$ cat src/rtl/commit_unit.sv
// In-order commit stage: retires the ROB head and writes the register file.
// Performs stores through a blocking handshake and flushes the pipeline on a branch mispredict.
module commit_unit #(
    parameter int unsigned ROB_ID_W = 4
) (
    input  logic                clk,
    input  logic                rst,
    // ROB head
    input  logic                commit_valid,
    input  logic [ROB_ID_W-1:0] commit_id,
    input  logic [7:0]          commit_op,
    input  logic [4:0]          commit_rd,
    input  logic [31:0]         commit_value,
    input  logic [31:0]         commit_pc,
    input  logic [31:0]         commit_addr,
    input  logic                commit_pred,
    input  logic                commit_outcome,
    input  logic [31:0]         commit_pred_target,
    output logic                commit_ack,
    // register file
    output logic                rf_we,
    output logic [4:0]          rf_waddr,
    output logic [31:0]         rf_wdata,
    output logic [ROB_ID_W-1:0] rf_rob_id,
    // store port
    output logic                mem_wr_req,
    output logic [31:0]         mem_wr_addr,
    output logic [31:0]         mem_wr_data,
    output logic [1:0]          mem_wr_size,
    input  logic                mem_wr_done,
    // flush
    output logic                flush_o,
    output logic [31:0]         redirect_pc,
    // statistics
    output logic [31:0]         cnt_retired,
    output logic [31:0]         cnt_flush
);

    // Opcodes that select a non-default commit path; every other code retires directly.
    localparam logic [7:0] AluOpSb   = 8'h20;
    localparam logic [7:0] AluOpSh   = 8'h21;
    localparam logic [7:0] AluOpSw   = 8'h22;
    localparam logic [7:0] AluOpBeq  = 8'h28;
    localparam logic [7:0] AluOpBne  = 8'h29;
    localparam logic [7:0] AluOpBlt  = 8'h2A;
    localparam logic [7:0] AluOpBge  = 8'h2B;
    localparam logic [7:0] AluOpBltu = 8'h2C;
    localparam logic [7:0] AluOpBgeu = 8'h2D;

    typedef enum logic [1:0] {
        StIdle      = 2'd0,
        StStoreWait = 2'd1,
        StFlush     = 2'd2
    } state_e;

    state_e      state_q, state_d;
    logic [31:0] st_addr_q, st_addr_d;
    logic [31:0] st_data_q, st_data_d;
    logic [1:0]  st_size_q, st_size_d;
    logic [31:0] redirect_q, redirect_d;
    logic [31:0] retired_q, flush_cnt_q;

    logic        is_br;
    logic        is_st;
    logic [1:0]  op_size;
    logic        mispredict;

    always_comb begin
        is_br   = 1'b0;
        is_st   = 1'b0;
        op_size = 2'd2;
        case (commit_op)
            AluOpBeq, AluOpBne, AluOpBlt,
            AluOpBge, AluOpBltu, AluOpBgeu: is_br = 1'b1;
            AluOpSb: begin
                is_st   = 1'b1;
                op_size = 2'd0;
            end
            AluOpSh: begin
                is_st   = 1'b1;
                op_size = 2'd1;
            end
            AluOpSw: begin
                is_st   = 1'b1;
                op_size = 2'd2;
            end
            default: ;
        endcase
    end

    assign mispredict = (commit_pred != commit_outcome) ||
                        (commit_outcome && (commit_pred_target != commit_addr));

    always_comb begin
        state_d    = state_q;
        st_addr_d  = st_addr_q;
        st_data_d  = st_data_q;
        st_size_d  = st_size_q;
        redirect_d = redirect_q;
        commit_ack = 1'b0;
        rf_we      = 1'b0;
        mem_wr_req = 1'b0;
        flush_o    = 1'b0;

        unique case (state_q)
            StIdle: begin
                if (commit_valid) begin
                    if (is_st) begin
                        st_addr_d = commit_addr;
                        st_data_d = commit_value;
                        st_size_d = op_size;
                        state_d   = StStoreWait;
                    end else if (is_br && mispredict) begin
                        redirect_d = commit_outcome ? commit_addr : commit_pc + 32'd4;
                        state_d    = StFlush;
                    end else begin
                        commit_ack = 1'b1;
                        rf_we      = !is_br && (commit_rd != 5'd0);
                    end
                end
            end
            StStoreWait: begin
                mem_wr_req = 1'b1;
                if (mem_wr_done) begin
                    // The store is performed either way; the ack still needs a valid head.
                    commit_ack = commit_valid;
                    state_d    = StIdle;
                end
            end
            StFlush: begin
                flush_o = 1'b1;
                state_d = StIdle;
            end
            default: state_d = StIdle;
        endcase

        // The reset cycle must present a quiet interface.
        if (!rst) begin
            commit_ack = 1'b0;
            rf_we      = 1'b0;
            mem_wr_req = 1'b0;
            flush_o    = 1'b0;
        end
    end

    always_ff @(posedge clk) begin
        if (!rst) begin
            state_q     <= StIdle;
            st_addr_q   <= 32'd0;
            st_data_q   <= 32'd0;
            st_size_q   <= 2'd0;
            redirect_q  <= 32'd0;
            retired_q   <= 32'd0;
            flush_cnt_q <= 32'd0;
        end else begin
            state_q    <= state_d;
            st_addr_q  <= st_addr_d;
            st_data_q  <= st_data_d;
            st_size_q  <= st_size_d;
            redirect_q <= redirect_d;
            if (commit_ack) begin
                retired_q <= retired_q + 32'd1;
            end
            if (flush_o) begin
                flush_cnt_q <= flush_cnt_q + 32'd1;
            end
        end
    end

    assign rf_waddr    = commit_rd;
    assign rf_wdata    = commit_value;
    assign rf_rob_id   = commit_id;
    assign mem_wr_addr = st_addr_q;
    assign mem_wr_data = st_data_q;
    assign mem_wr_size = st_size_q;
    assign redirect_pc = redirect_q;
    assign cnt_retired = retired_q;
    assign cnt_flush   = flush_cnt_q;

endmodule

$ cat config.mk
export PLATFORM = sky130hd
export DESIGN_NAME = commit_unit
export DESIGN_NICKNAME = d
export VERILOG_FILES = /design/src/rtl/commit_unit.sv
export SDC_FILE = /design/constraint.sdc
export NUM_CORES = 1
export LEC_CHECK = 0
export ABC_AREA = 0
export CAP_MARGIN = 30
export CORE_MARGIN = 8
export CORE_UTILIZATION = 40
export CTS_CLUSTER_SIZE = 20
export DETAILED_ROUTE_END_ITERATION = 7
export PLACE_DENSITY = 0.73
export SETUP_SLACK_MARGIN = 0.15
export SYNTH_ARGS = -nofsm -noshare
export SYNTH_HDL_FRONTEND = slang
export SYNTH_SLANG_ARGS = --single-unit
$ cat constraint.sdc
create_clock -name clk -period 3.15 [get_ports clk]
set_input_delay 0.63 -clock clk [delete_from_list [all_inputs] [get_ports clk]]
set_output_delay 0.63 -clock clk [all_outputs]
set_load 0.005 [all_outputs]
==> impl_metrics.toml, run 1 <==
[outcome]
status = "completed"

[cells_and_area]
drive_above_1_share_pct = 11.5
antenna_cells = 0
layout-area-overhead-vs-synth_pct = 55.6
nNetsFinal = 1564
final_cell_mix = "clkdlybuf4s50_1, nand2_1, dfxtp_1"
final_common_cell = "clkdlybuf4s50_1"
final_cell_area_sq_um = 13100

[clock_network]
cts_sinks = 164
clk_pin_slew_ns = 0.07
cts_buffer_depth = 2
clock_latency_ns = 0.43
cts_hold_buffers = 0
cts-root-buf = "clkbuf_16"
h-tree-depth = 4
cts_tree = "yes"
cts_buffers = 17

[global_routing]
grt-busiest-layer = "met2"
met1_usage_pct = 26.4
grt_use_met3_pct = 8.65
grt_pass1_vias = 8757
grt_overflow = 0
grt_pass1_wl_microns = 49400
grt_usage_pct = 24.1
antenna_found_initial = 0
use_met2_pct = 41.8
grt_max_degree = 79

[placed_design]
dpl_cell_area_sq_um = 12400
dp_hpwl_microns = 25600
gp_congestion = 0.923
port_buffers = 349

[sta]
hold_viol = 0
tns_ns = 0
fin_crit_ns = 3.02
finalSetupViolCount = 0
tightest_slew_ns = 0.800
rsz0062_at_grt = "true"
period_share_pct = 95.9
fin_skew_ns = 0.0160
relSlewSlack_pct = 46.7
fmax_mhz = 331
slew_violations = 0

[floorplan]
std_cell_rows = 53
die_area_sq_um = 25900
die_y_microns = 161
ios = 358
die_x_microns = 161
initial_core_util_pct = 40.4
core-area_sq_um = 20800

[setup_path]
slowest_delay_ns = 0.59
crit_chain = "clkdlybuf4s50_1 -> xnor2_2 -> nand4_1 -> or4_4 -> a21oi_4 -> buf_2"
critPathArrivalTime_ns = 2.39
endpoint_kind = "output pin"
start_kind = "primary input"
slowest_stage = "or4_4"
worstPathMaxFanout = 2
crit_buf_inv = 2
critPathKind = "primary input to output pin"
required_ns = 2.52
path_delay_family = "simple AND/OR/NAND/NOR gates"

[route]
viasPerCell = 5.23
drt.antenna.violating_nets = 0
wl_microns = 32700
drtIter0Drc = 631
dr.pass1.iters = 5
drt-wirelength-per-cell_microns = 19.3
vias = 8885
drc = 0

[synthesis]
synth.yosys.seq_area_share_pct = 39.0
syn_inst = 1067
synth-edff-count = 0
synth_warnings = 0
netlist_area_sq_um = 8410
netlist-cell-type-count = 44
synth_area_leaders = "dfxtp_1, nand2_1, a21oi_1"
synth-main-ff-cell = "dfxtp_1"
synth_fp_nets = 1221
synth_top_cell_area_share_pct = 39.0
synth-seq-cells = 164
yosysTopAreaCell = "dfxtp_1"
syn_area_per_cell_sq_um = 7.88
async_flop_share_pct = 0

[hold_path]
hold_path_class = "register to register"

[job]
drv_cap = 0

[pwr]
leakagePower_nw = 4.82
pwr_density_cell_nw_per_um2 = 362
peakVddDrop_mv = 0.257
[routing by layer]
metal	vias to the layer above	wire length (microns)	share of wire [%]
met5	-	0	0
met1	4192	12600	39
li1	4323	-	-
met3	50	2860	8.7
met4	0	976	3.0
met2	320	16300	50
[sequential cells by signal, summed over array words and instances (netlist names)]
name / count
cnt_flush: 32
cnt_retired: 32
mem_wr_data: 32
mem_wr_addr: 32
redirect_pc: 32
mem_wr_size: 2
state_q: 2
[worst paths after layout]
kind                                       from         endpoint  slack [ns]  depth (start not counted)
worst max-delay path             commit_addr[1]       commit_ack        0.13                          6
worst min-delay path            mem_wr_addr[23]  mem_wr_addr[23]        0.45                          2
worst max register to register       state_q[1]  cnt_retired[21]        0.81                          7
worst min register to register  mem_wr_addr[23]  mem_wr_addr[23]        0.45                          2
[through the flow]
| step | hold WS (ns) | util [%] | total power, mW | worst slack (ns) | cells |
|---|---|---|---|---|---|
| 2_1_floorplan | 0.448 | - | 2.33 | 0.307 | 1067 |
| 3_3_place_gp | 0.441 | 59.3 | 2.72 | -0.852 | 1664 |
| 3_5_place_dp | 0.446 | 59.3 | 2.72 | -0.857 | 1664 |
| 4_1_cts | 0.455 | 62.3 | 4.77 | -0.0131 | 1696 |
| 5_1_grt | 0.469 | 62.8 | 4.89 | 0.0755 | 1698 |
| 6_report | 0.454 | 62.8 | 4.74 | 0.130 | 1698 |
[synth_stat cells (all sizes together) (9+ instances only)]
master     n
clkbuf    59
and3      18
a21oi    120
xnor2     35
nand2b    38
nor2      38
and2      10
buf       49
and4       9
nor3      12
xor2      52
o2111ai   14
o21ai     47
nand3     53
nand4     33
nor4      16
dfxtp    164
mux2i     36
nand2    214
[logic make-up (layout without fill, tap and decap cells)]
group	count (synthesis)	after routing	share of synthesized area, %
AND/OR/NAND/NOR	460	460	26.4
AO/OA/AOI/OAI	202	202	13.6
flip-flops	164	164	39.0
buffers and inverters	115	471	7.14
XOR/XNOR	87	87	9.06
multiplexers	36	36	4.29
adder cells (fa/ha/maj)	3	3	0.446
[what timing repair did]
action | 4_1_cts | 5_1_grt
setup endpoints to repair | 3 | 2
pin swaps | 17 | 20
setup buffers | 0 | 2
gates resized for setup | 55 | 77
[power by group]
| part | leakage [nW] | internal [mW] | switching [mW] |
|---|---|---|---|
| Combinational | 3.21 | 0.310 | 0.281 |
| Sequential | 1.32 | 2.08 | 0.00559 |
| Clock | 0.291 | 1.09 | 0.977 |
| Total | 4.82 | 3.47 | 1.26 |
[worst reg2reg max path: stages, from the launching register on]
cell	delay (ns)
dfxtp_1	0.35
nand2b_1	0.18
nor2_1	0.16
nand2_2	0.11
or4_4	0.54
buf_4	0.27
a2111oi_4	0.45
mux2i_1	0.21
[area by class of cell]
type / count / area (sq um)
fill: 1859 / 7740
multi-input combinational: 788 / 4700
timing repair buffer: 432 / 4130
sequential: 164 / 3280
clock buffer: 18 / 439
tap: 275 / 344
clock inverter: 14 / 153
inverter: 7 / 28.8
Power figures use the tool's default switching activity.
==> run 2, diff against run 1 <==
GPL_TIMING_DRIVEN = 0   (was not set)
clock period = 3.6 ns   (was 3.15 ns; I/O delays follow)
==> impl_metrics.toml, run 2 (same netlist as run 1, synthesis figures left out) <==
[pwr]
power_mw = 4.43
pwr_density_cell_nw_per_um2 = 339
peakVddDrop_mv = 0.314
leakagePower_nw = 4.65

[sta]
whs_ns = 0.455
rsz0062_at_grt = "false"
fmax_mhz = 294
fin_crit_ns = 3.40
slew_violations = 0
fin_skew_ns = 0.00855
relSlewSlack_pct = 39.4
tightest_slew_ns = 0.901
finalSetupViolCount = 0
period_share_pct = 94.4
hold_viol = 0

[route]
viasPerCell = 5.28
dr.pass1.iters = 5
drtIter0Drc = 595
drt.antenna.violating_nets = 0
wl_microns = 34700
drc = 0
vias = 9155
drt-wirelength-per-cell_microns = 20.0

[setup_path]
endpoint_kind = "output pin"
startpoint = "commit_addr[18]"
critPathArrivalTime_ns = 2.68
worst_r2r_startpoint = "state_q[0]"
worstPathMaxFanout = 3
critPathKind = "primary input to output pin"
start_kind = "primary input"
required_ns = 2.88

[floorplan]
initial_core_util_pct = 40.4
die_area_sq_um = 25900
die_y_microns = 161
ios = 358
std_cell_rows = 53
die_x_microns = 161
core-area_sq_um = 20800

[cells_and_area]
final_cell_mix = "clkdlybuf4s50_1, nand2_1, dfxtp_1"
final_cell_area_sq_um = 13100
final_util_pct = 62.8
final_common_cell = "clkdlybuf4s50_1"
drive_above_1_share_pct = 11.0
antenna_cells = 0
nNetsFinal = 1601
nFillCells = 1893
layout-area-overhead-vs-synth_pct = 55.5
layoutNonFillerInstCount = 1734

[placed_design]
port_buffers = 352
dpl_cell_area_sq_um = 12300
dp_hpwl_microns = 27500
gp_congestion = 0.980
place_inst = 1695

[global_routing]
grt_max_degree = 17
grt_pass1_wl_microns = 52200
grt_usage_pct = 25.8
grt_pass1_vias = 9156
grt_overflow = 0
antenna_found_initial = 1

[clock_network]
h-tree-depth = 4
clock_latency_ns = 0.43
cts-root-buf = "clkbuf_16"
cts_sinks = 164
cts_hold_buffers = 0
cts_buffer_depth = 2
clk_pin_slew_ns = 0.07
cts_tree = "yes"
cts_buffers = 17

[hold_path]
hold_path_class = "register to register"
min_from = "mem_wr_data[26]"

[job]
drv_cap = 0

[outcome]
status = "completed"
-- run 2: cell types whose count changed in the layout (fill, tap and decap cells not counted), moves of 6 or more --
cell            delta
buf_2             +19
buf_4             -33
clkbuf_1          +57
clkbuf_2           +6
dlygate4sd2_1     -10
dlymetal6s2s_1    -14
-- run 2: routing by layer --
metal	GRT usage, %	wire, microns	vias to the layer above	part of all wire, %
met4	7.95	758	2	2.2
li1	-	-	4411	-
met2	44.4	17200	384	49
met1	29.7	13800	4311	40
met3	8.93	3010	47	8.7
met5	0	13	-	0.037
-- run 2: area by class of cell --
| type | instances | area (sq um) | share of cell area, % |
|---|---|---|---|
| Sequential cell | 164 | 3280 | 25.1 |
| Clock buffer | 17 | 425 | 3.25 |
| Inverter | 7 | 26.3 | 0.201 |
| Multi-Input combinational cell | 788 | 4720 | 36.1 |
| Buffer | 108 | 592 | 4.53 |
| Clock inverter | 14 | 244 | 1.87 |
| Timing Repair Buffer | 361 | 3450 | 26.3 |
| Tap cell | 275 | 344 | 2.63 |
-- run 2: worst paths after layout --
check / end / slack (ns) / depth (start not counted)
worst min-delay path: mem_wr_data[26] / 0.45 / 2
worst max-delay path: commit_ack / 0.20 / 9
worst max register to register: cnt_flush[31] / 1.14 / 7
worst min register to register: mem_wr_data[26] / 0.45 / 2
-- run 2: power by group --
group / switching (mW) / internal, mW / leakage, nW
registers: 0.00582 / 1.82 / 1.32
clock network: 0.823 / 1.26 / 0.327
logic: 0.258 / 0.268 / 3.00
-- run 2: critical path, cell delays in order --
cell,delay [ns]
buf_2,0.15
xor2_1,0.17
nor4_2,0.41
nand3_2,0.16
or4_4,0.55
buf_6,0.14
buf_6,0.11
a21oi_2,0.12
buf_2,0.14
-- run 2: timing repair --
item / 4_1_cts / 5_1_grt
gates resized for setup: 150 / 71
setup buffers: 5 / 3
endpoints found under the hold margin: 0 / 0
setup endpoints to repair: 51 / 1
pin swaps: 13 / 13
-- run 2: stage by stage --
step | worst slack (ns) | setup TNS (ns)
after floorplan | 0.577 | 0
after global placement | -1.33 | -28.53
after detailed placement | -1.30 | -22.67
after CTS | 0.153 | 0
after global routing | 0.110 | 0
final | 0.201 | 0
